`config.mk`:
```
export PLATFORM = sky130hd
export DESIGN_NAME = tdd_cfg_sched
export DESIGN_NICKNAME = d
export VERILOG_FILES = /design/src/rtl/tdd_cfg_sched.sv
export SDC_FILE = /design/constraint.sdc
export NUM_CORES = 1
export LEC_CHECK = 0
export CAP_MARGIN = 30
export CORE_ASPECT_RATIO = 1.25
export CORE_UTILIZATION = 49
export DETAILED_ROUTE_END_ITERATION = 16
export PLACE_DENSITY = 0.78
export SYNTH_ARGS = -nofsm -noshare
export SYNTH_HDL_FRONTEND = slang
export SYNTH_SLANG_ARGS = --single-unit
export TNS_END_PERCENT = 20
```
`constraint.sdc`:
```
create_clock -name clk -period 6.1 [get_ports clk]
set_input_delay 1.22 -clock clk [delete_from_list [all_inputs] [get_ports clk]]
set_output_delay 1.22 -clock clk [all_outputs]
set_load 0.02 [all_outputs]
```
`src/rtl/tdd_cfg_sched.sv`:
```
// TDD configuration scheduler: round-robin intake of two pattern requesters,
// symbol-budget validation, and frame-aligned commit with a guard window.
module tdd_cfg_sched #(
   parameter int unsigned GUARD_CYC = 16
) (
   input  logic        clk,
   input  logic        i_rst_n,
   input  logic        en,
   input  logic        tick_10ms,
   input  logic        req0_valid,
   input  logic        req1_valid,
   output logic        req0_ready,
   output logic        req1_ready,
   input  logic [28:0] req0_cfg,
   input  logic [28:0] req1_cfg,
   output logic        tdd_valid,
   output logic [1:0]  tdd_mode,
   output logic [5:0]  dl_slt_num,
   output logic [3:0]  dl_sym_num,
   output logic [5:0]  ul_slt_num,
   output logic [3:0]  ul_sym_num,
   output logic [6:0]  trx_periodicity,
   output logic        cfg_err,
   output logic        err_src,
   output logic [1:0]  err_code,
   output logic        busy
);

   typedef enum logic [1:0] {ST_IDLE, ST_CHECK, ST_PEND, ST_GUARD} state_t;

   localparam logic [7:0] GUARD_INIT = 8'(GUARD_CYC);

   state_t      state_q, state_d;
   logic        ptr_q, ptr_d;
   logic [28:0] stage_q, stage_d;
   logic        stage_src_q, stage_src_d;
   logic [28:0] pat_q, pat_d;
   logic [7:0]  gcnt_q, gcnt_d;
   logic        active_ok_q, active_ok_d;
   logic        tick_d_q;
   logic        tdd_valid_q, tdd_valid_d;
   logic        cfg_err_q, cfg_err_d;
   logic        err_src_q, err_src_d;
   logic [1:0]  err_code_q, err_code_d;

   logic        gnt0, gnt1, tick_rise;
   logic [1:0]  chk_code;

   // Returns 00 on pass, else the reject reason in priority order.
   function automatic logic [1:0] check_word(input logic [5:0] dlt, input logic [3:0] dls,
                                             input logic [5:0] ult, input logic [3:0] uls,
                                             input logic [6:0] per);
      logic [8:0]  sym_total;
      logic [10:0] used;
      logic [1:0]  code;
      case (per)
         7'd25:   sym_total = 9'd70;
         7'd50:   sym_total = 9'd140;
         7'd100:  sym_total = 9'd280;
         default: sym_total = 9'd0;
      endcase
      used = 11'(dlt) * 11'd14 + 11'(ult) * 11'd14 + 11'(dls) + 11'(uls);
      if (sym_total == 9'd0)                    code = 2'b01;
      else if (dls > 4'd13 || uls > 4'd13)      code = 2'b10;
      else if (used > 11'(sym_total))           code = 2'b11;
      else                                      code = 2'b00;
      return code;
   endfunction

   // On a tie the requester not served last wins.
   assign gnt0      = req0_valid & (~req1_valid | ptr_q);
   assign gnt1      = req1_valid & (~req0_valid | ~ptr_q);
   assign tick_rise = tick_10ms & ~tick_d_q;
   assign chk_code  = check_word(stage_q[26:21], stage_q[20:17], stage_q[16:11],
                                 stage_q[10:7], stage_q[6:0]);

   always_ff @(posedge clk) begin
      if (!i_rst_n) state_q <= ST_IDLE;
      else          state_q <= state_d;
   end

   always_comb begin
      state_d = state_q;
      case (state_q)
         ST_IDLE:  if (gnt0 | gnt1) state_d = ST_CHECK;
         ST_CHECK: state_d = (chk_code != 2'b00) ? ST_IDLE : ST_PEND;
         ST_PEND:  if (tick_rise) state_d = ST_GUARD;
         ST_GUARD: if (gcnt_q <= 8'd1) state_d = ST_IDLE;
         default:  state_d = ST_IDLE;
      endcase
   end

   always_comb begin
      req0_ready = i_rst_n & (state_q == ST_IDLE) & gnt0;
      req1_ready = i_rst_n & (state_q == ST_IDLE) & gnt1;
      busy       = i_rst_n & (state_q != ST_IDLE);
   end

   always_comb begin
      ptr_d       = ptr_q;
      stage_d     = stage_q;
      stage_src_d = stage_src_q;
      pat_d       = pat_q;
      gcnt_d      = gcnt_q;
      active_ok_d = active_ok_q;
      cfg_err_d   = 1'b0;
      err_src_d   = err_src_q;
      err_code_d  = err_code_q;
      case (state_q)
         ST_IDLE: begin
            if (gnt0) begin
               stage_d     = req0_cfg;
               stage_src_d = 1'b0;
               ptr_d       = 1'b0;
            end else if (gnt1) begin
               stage_d     = req1_cfg;
               stage_src_d = 1'b1;
               ptr_d       = 1'b1;
            end
         end
         ST_CHECK: begin
            if (chk_code != 2'b00) begin
               cfg_err_d  = 1'b1;
               err_src_d  = stage_src_q;
               err_code_d = chk_code;
            end
         end
         ST_PEND: begin
            if (tick_rise) begin
               pat_d       = stage_q;
               gcnt_d      = GUARD_INIT;
               active_ok_d = 1'b1;
            end
         end
         ST_GUARD: gcnt_d = gcnt_q - 8'd1;
         default: ;
      endcase
      // Driven from next state so the enable drops with the new pattern.
      tdd_valid_d = en & active_ok_d & (state_d != ST_GUARD);
   end

   always_ff @(posedge clk) begin
      if (!i_rst_n) begin
         ptr_q       <= 1'b1;
         pat_q       <= '0;
         gcnt_q      <= '0;
         active_ok_q <= 1'b0;
         tick_d_q    <= 1'b0;
         tdd_valid_q <= 1'b0;
         cfg_err_q   <= 1'b0;
         err_src_q   <= 1'b0;
         err_code_q  <= 2'b00;
      end else begin
         ptr_q       <= ptr_d;
         pat_q       <= pat_d;
         gcnt_q      <= gcnt_d;
         active_ok_q <= active_ok_d;
         tick_d_q    <= tick_10ms;
         tdd_valid_q <= tdd_valid_d;
         cfg_err_q   <= cfg_err_d;
         err_src_q   <= err_src_d;
         err_code_q  <= err_code_d;
      end
   end

   always_ff @(posedge clk) begin
      stage_q     <= stage_d;
      stage_src_q <= stage_src_d;
   end

   assign {tdd_mode, dl_slt_num, dl_sym_num, ul_slt_num, ul_sym_num, trx_periodicity} = pat_q;
   assign tdd_valid = tdd_valid_q;
   assign cfg_err   = cfg_err_q;
   assign err_src   = err_src_q;
   assign err_code  = err_code_q;

endmodule

```
==> results.cfg <==
[outcome]
status = finished, final reports clean

[cells_and_area]
drive_gt1_frac = 0.110
syn_to_final_growth_pct = 33.2
layout_commonest_cell = clkdlybuf4s50_1
diodes = 0
layout_common_cells = clkdlybuf4s50_1, nand2_1, dfxtp_1, a21oi_1, ha_1
fillers = 736
fin_util = 0.673
nets = 680

[cts]
root_buffer = clkbuf_16
cts.reportedPaths.clkPinSlew_ps = 60
clock_path_buffers = 2
post_cts_resized = 0
cts-buffers-inserted = 9
postCtsSetupRepairBufs = 0
holdBufCountCts = 0
cts.sink_count = 77
clock_latency_ps = 330
htreeDepth = 3
tritoncts = done

[route]
final_antenna_net_count = 0
first_pass_iters = 4
first_iter_violations = 141
wire_per_inst_um = 14.9
vias_per_cell = 5.26
routed_wl_um = 10100
dr_total_vias = 3579
post-route-drc-count = 0

[synth]
synth_xor_xnor_area_share = 0.0266
syn-num-nets = 581
synth_flop_cell = dfxtp_1
synth-compound-area-share = 0.120
async_flop_share = 0
synth_fa_ha_area_frac = 0.206
yosysSeqAreaShare = 0.399
synth_edf_count = 30
ys_ff_latch = 77
syn_area_um2 = 4610
synthDistinctLibCells = 52
synth.avg_cell_area_um2 = 10.2
netlist_instances = 453
yosys.area_share.simple = 0.134
synth_mux_area_frac = 0.0730
synth_top_family_by_area = adder cells
synth_warnings = 0

[place]
gp_congestion = 0.811
place_hpwl_um = 7460
numPortBuffers = 100

[grt]
grt_pass1_wl_um = 17100
track_usage = 0.228
grt.overflow.total = 0
grt_pass1_vias = 3768
grt_max_degree = 38
antenna_found_initial = 0

[timing]
hold_viol_final = 0
slew_violations = 0
min_period_ps = 5210
tightest_slew_ps = 699
finalCritPeriodShare = 0.854
worst_clock_skew_ps = 5.23
finalSetupTns_ps = 0
max_freq_ghz = 0.192
max-slew-margin-rel = 0.534
rsz0062_at_grt = no
setup_violations = 0

[worst_setup_path]
r2r_end = err_src
required_ps = 6360
critPathKind = register to register
startpoint = stage_q[21]
crit_end = err_src
worstReg2RegStart = stage_q[21]
r2r_slack_ps = 890
worstPathMaxFanout = 5
cp.arrival_ps = 5470
start_kind = register
rr_worst_depth = 19
crit_path_end_kind = register

[floorplanning]
num_io_pins = 101
die-area_um2 = 9800
initial_core_util = 0.505
coreArea_um2 = 9130
rows = 39
fp.dieW_um = 88.8
fp.dieH_um = 110

[hold_path]
hp-class = register to register

[run]
max-cap-violations = 0
## through the flow
| step | worst slack [ps] | cells | hold slack [ps] | cell area (um^2) |
|---|---|---|---|---|
| 2_1_floorplan | 1330 | 453 | 443 | 4610 |
| 3_3_place_gp | 1060 | 663 | 443 | 5750 |
| 3_5_place_dp | 968 | 664 | 449 | 5780 |
| 4_1_cts | 891 | 680 | 459 | 6140 |
| 5_1_grt | 560 | 680 | 477 | 6140 |
| 6_report | 890 | 680 | 456 | 6140 |
## state kept, by name, summed over array words and instances (netlist names)
register	cells
err_src	1
stage_src_q	1
tick_d_q	1
cfg_err	1
stage_q	29
active_ok_q	1
pat_q	29
tdd_valid	1
gcnt_q	8
err_code	2
ptr_q	1
state_q	2
## area by class of cell
type	count	area (um^2)	area share
Inverter	32	120	0.0196
Tap cell	123	154	0.0251
Clock inverter	5	104	0.0169
Timing Repair Buffer	104	1050	0.171
Clock buffer	11	254	0.0414
Multi-Input combinational cell	328	2620	0.426
Sequential cell	77	1840	0.300
## synthesized netlist by cell type, types with 2 or more instances
cell / instances / share of area
xor2_1: 5 / 0.0095
nor3b_1: 2 / 0.0033
o21ai_0: 6 / 0.0065
o211ai_1: 2 / 0.0033
nand3_1: 12 / 0.013
inv_1: 31 / 0.025
mux2_2: 29 / 0.071
or3_1: 2 / 0.0027
nand2_1: 69 / 0.056
or2_2: 2 / 0.0027
o21ai_1: 2 / 0.0022
nor2_1: 20 / 0.016
and2_1: 2 / 0.0027
o21a_1: 3 / 0.0049
fa_1: 20 / 0.087
nand2b_1: 2 / 0.0027
nor4bb_1: 3 / 0.0065
clkbuf_1: 14 / 0.011
a21o_1: 9 / 0.015
ha_1: 44 / 0.12
xnor2_1: 9 / 0.017
o21bai_1: 2 / 0.0033
nor2b_1: 3 / 0.0041
and3_1: 5 / 0.0068
edfxtp_1: 30 / 0.20
a21oi_1: 46 / 0.050
dfxtp_1: 47 / 0.20
a21boi_0: 4 / 0.0065
a211oi_1: 3 / 0.0049
a31oi_1: 3 / 0.0041
## worst min path at each step
stage | startpoint | end | slack [ps] | depth (start not counted)
after detailed placement | pat_q[15] | pat_q[15] | 450 | 2
after global placement | pat_q[28] | pat_q[28] | 440 | 2
final | pat_q[7] | pat_q[7] | 460 | 2
after floorplan | active_ok_q | active_ok_q | 440 | 2
after CTS | pat_q[7] | pat_q[7] | 460 | 2
after global routing | pat_q[7] | pat_q[7] | 480 | 2
## cell families after synthesis
group	Yosys count
compound gates	89
xor+xnor	14
fa+ha+maj	64
buf+inv	48
flops	77
mux	30
simple gates	131
## metal layers
layer,global-route usage,vias to the layer above,share of wire
met1,0.255,1711,0.40
li1,-,1780,-
met3,0.0463,9,0.040
met2,0.417,79,0.55
met4,0.0742,0,0.013
met5,0,-,0
## critical path, cell delays in order, from the launching register on
cell and delay, ps:
edfxtp_1 500, fa_1 510, ha_1 220, fa_1 470, ha_1 310, ha_1 290
ha_1 360, a21oi_1 220, a21o_1 220, or2b_1 240, a21oi_1 170, xnor2_1 140
ha_1 260, and3_1 200, nand3_1 110, a21oi_1 80, a221oi_2 270, a21oi_2 80
a211oi_2 280, mux2i_1 200
Power is left out: the tool's default activity adds up to more than one toggle a clock period on the data nets, which glitch-free logic cannot reach.
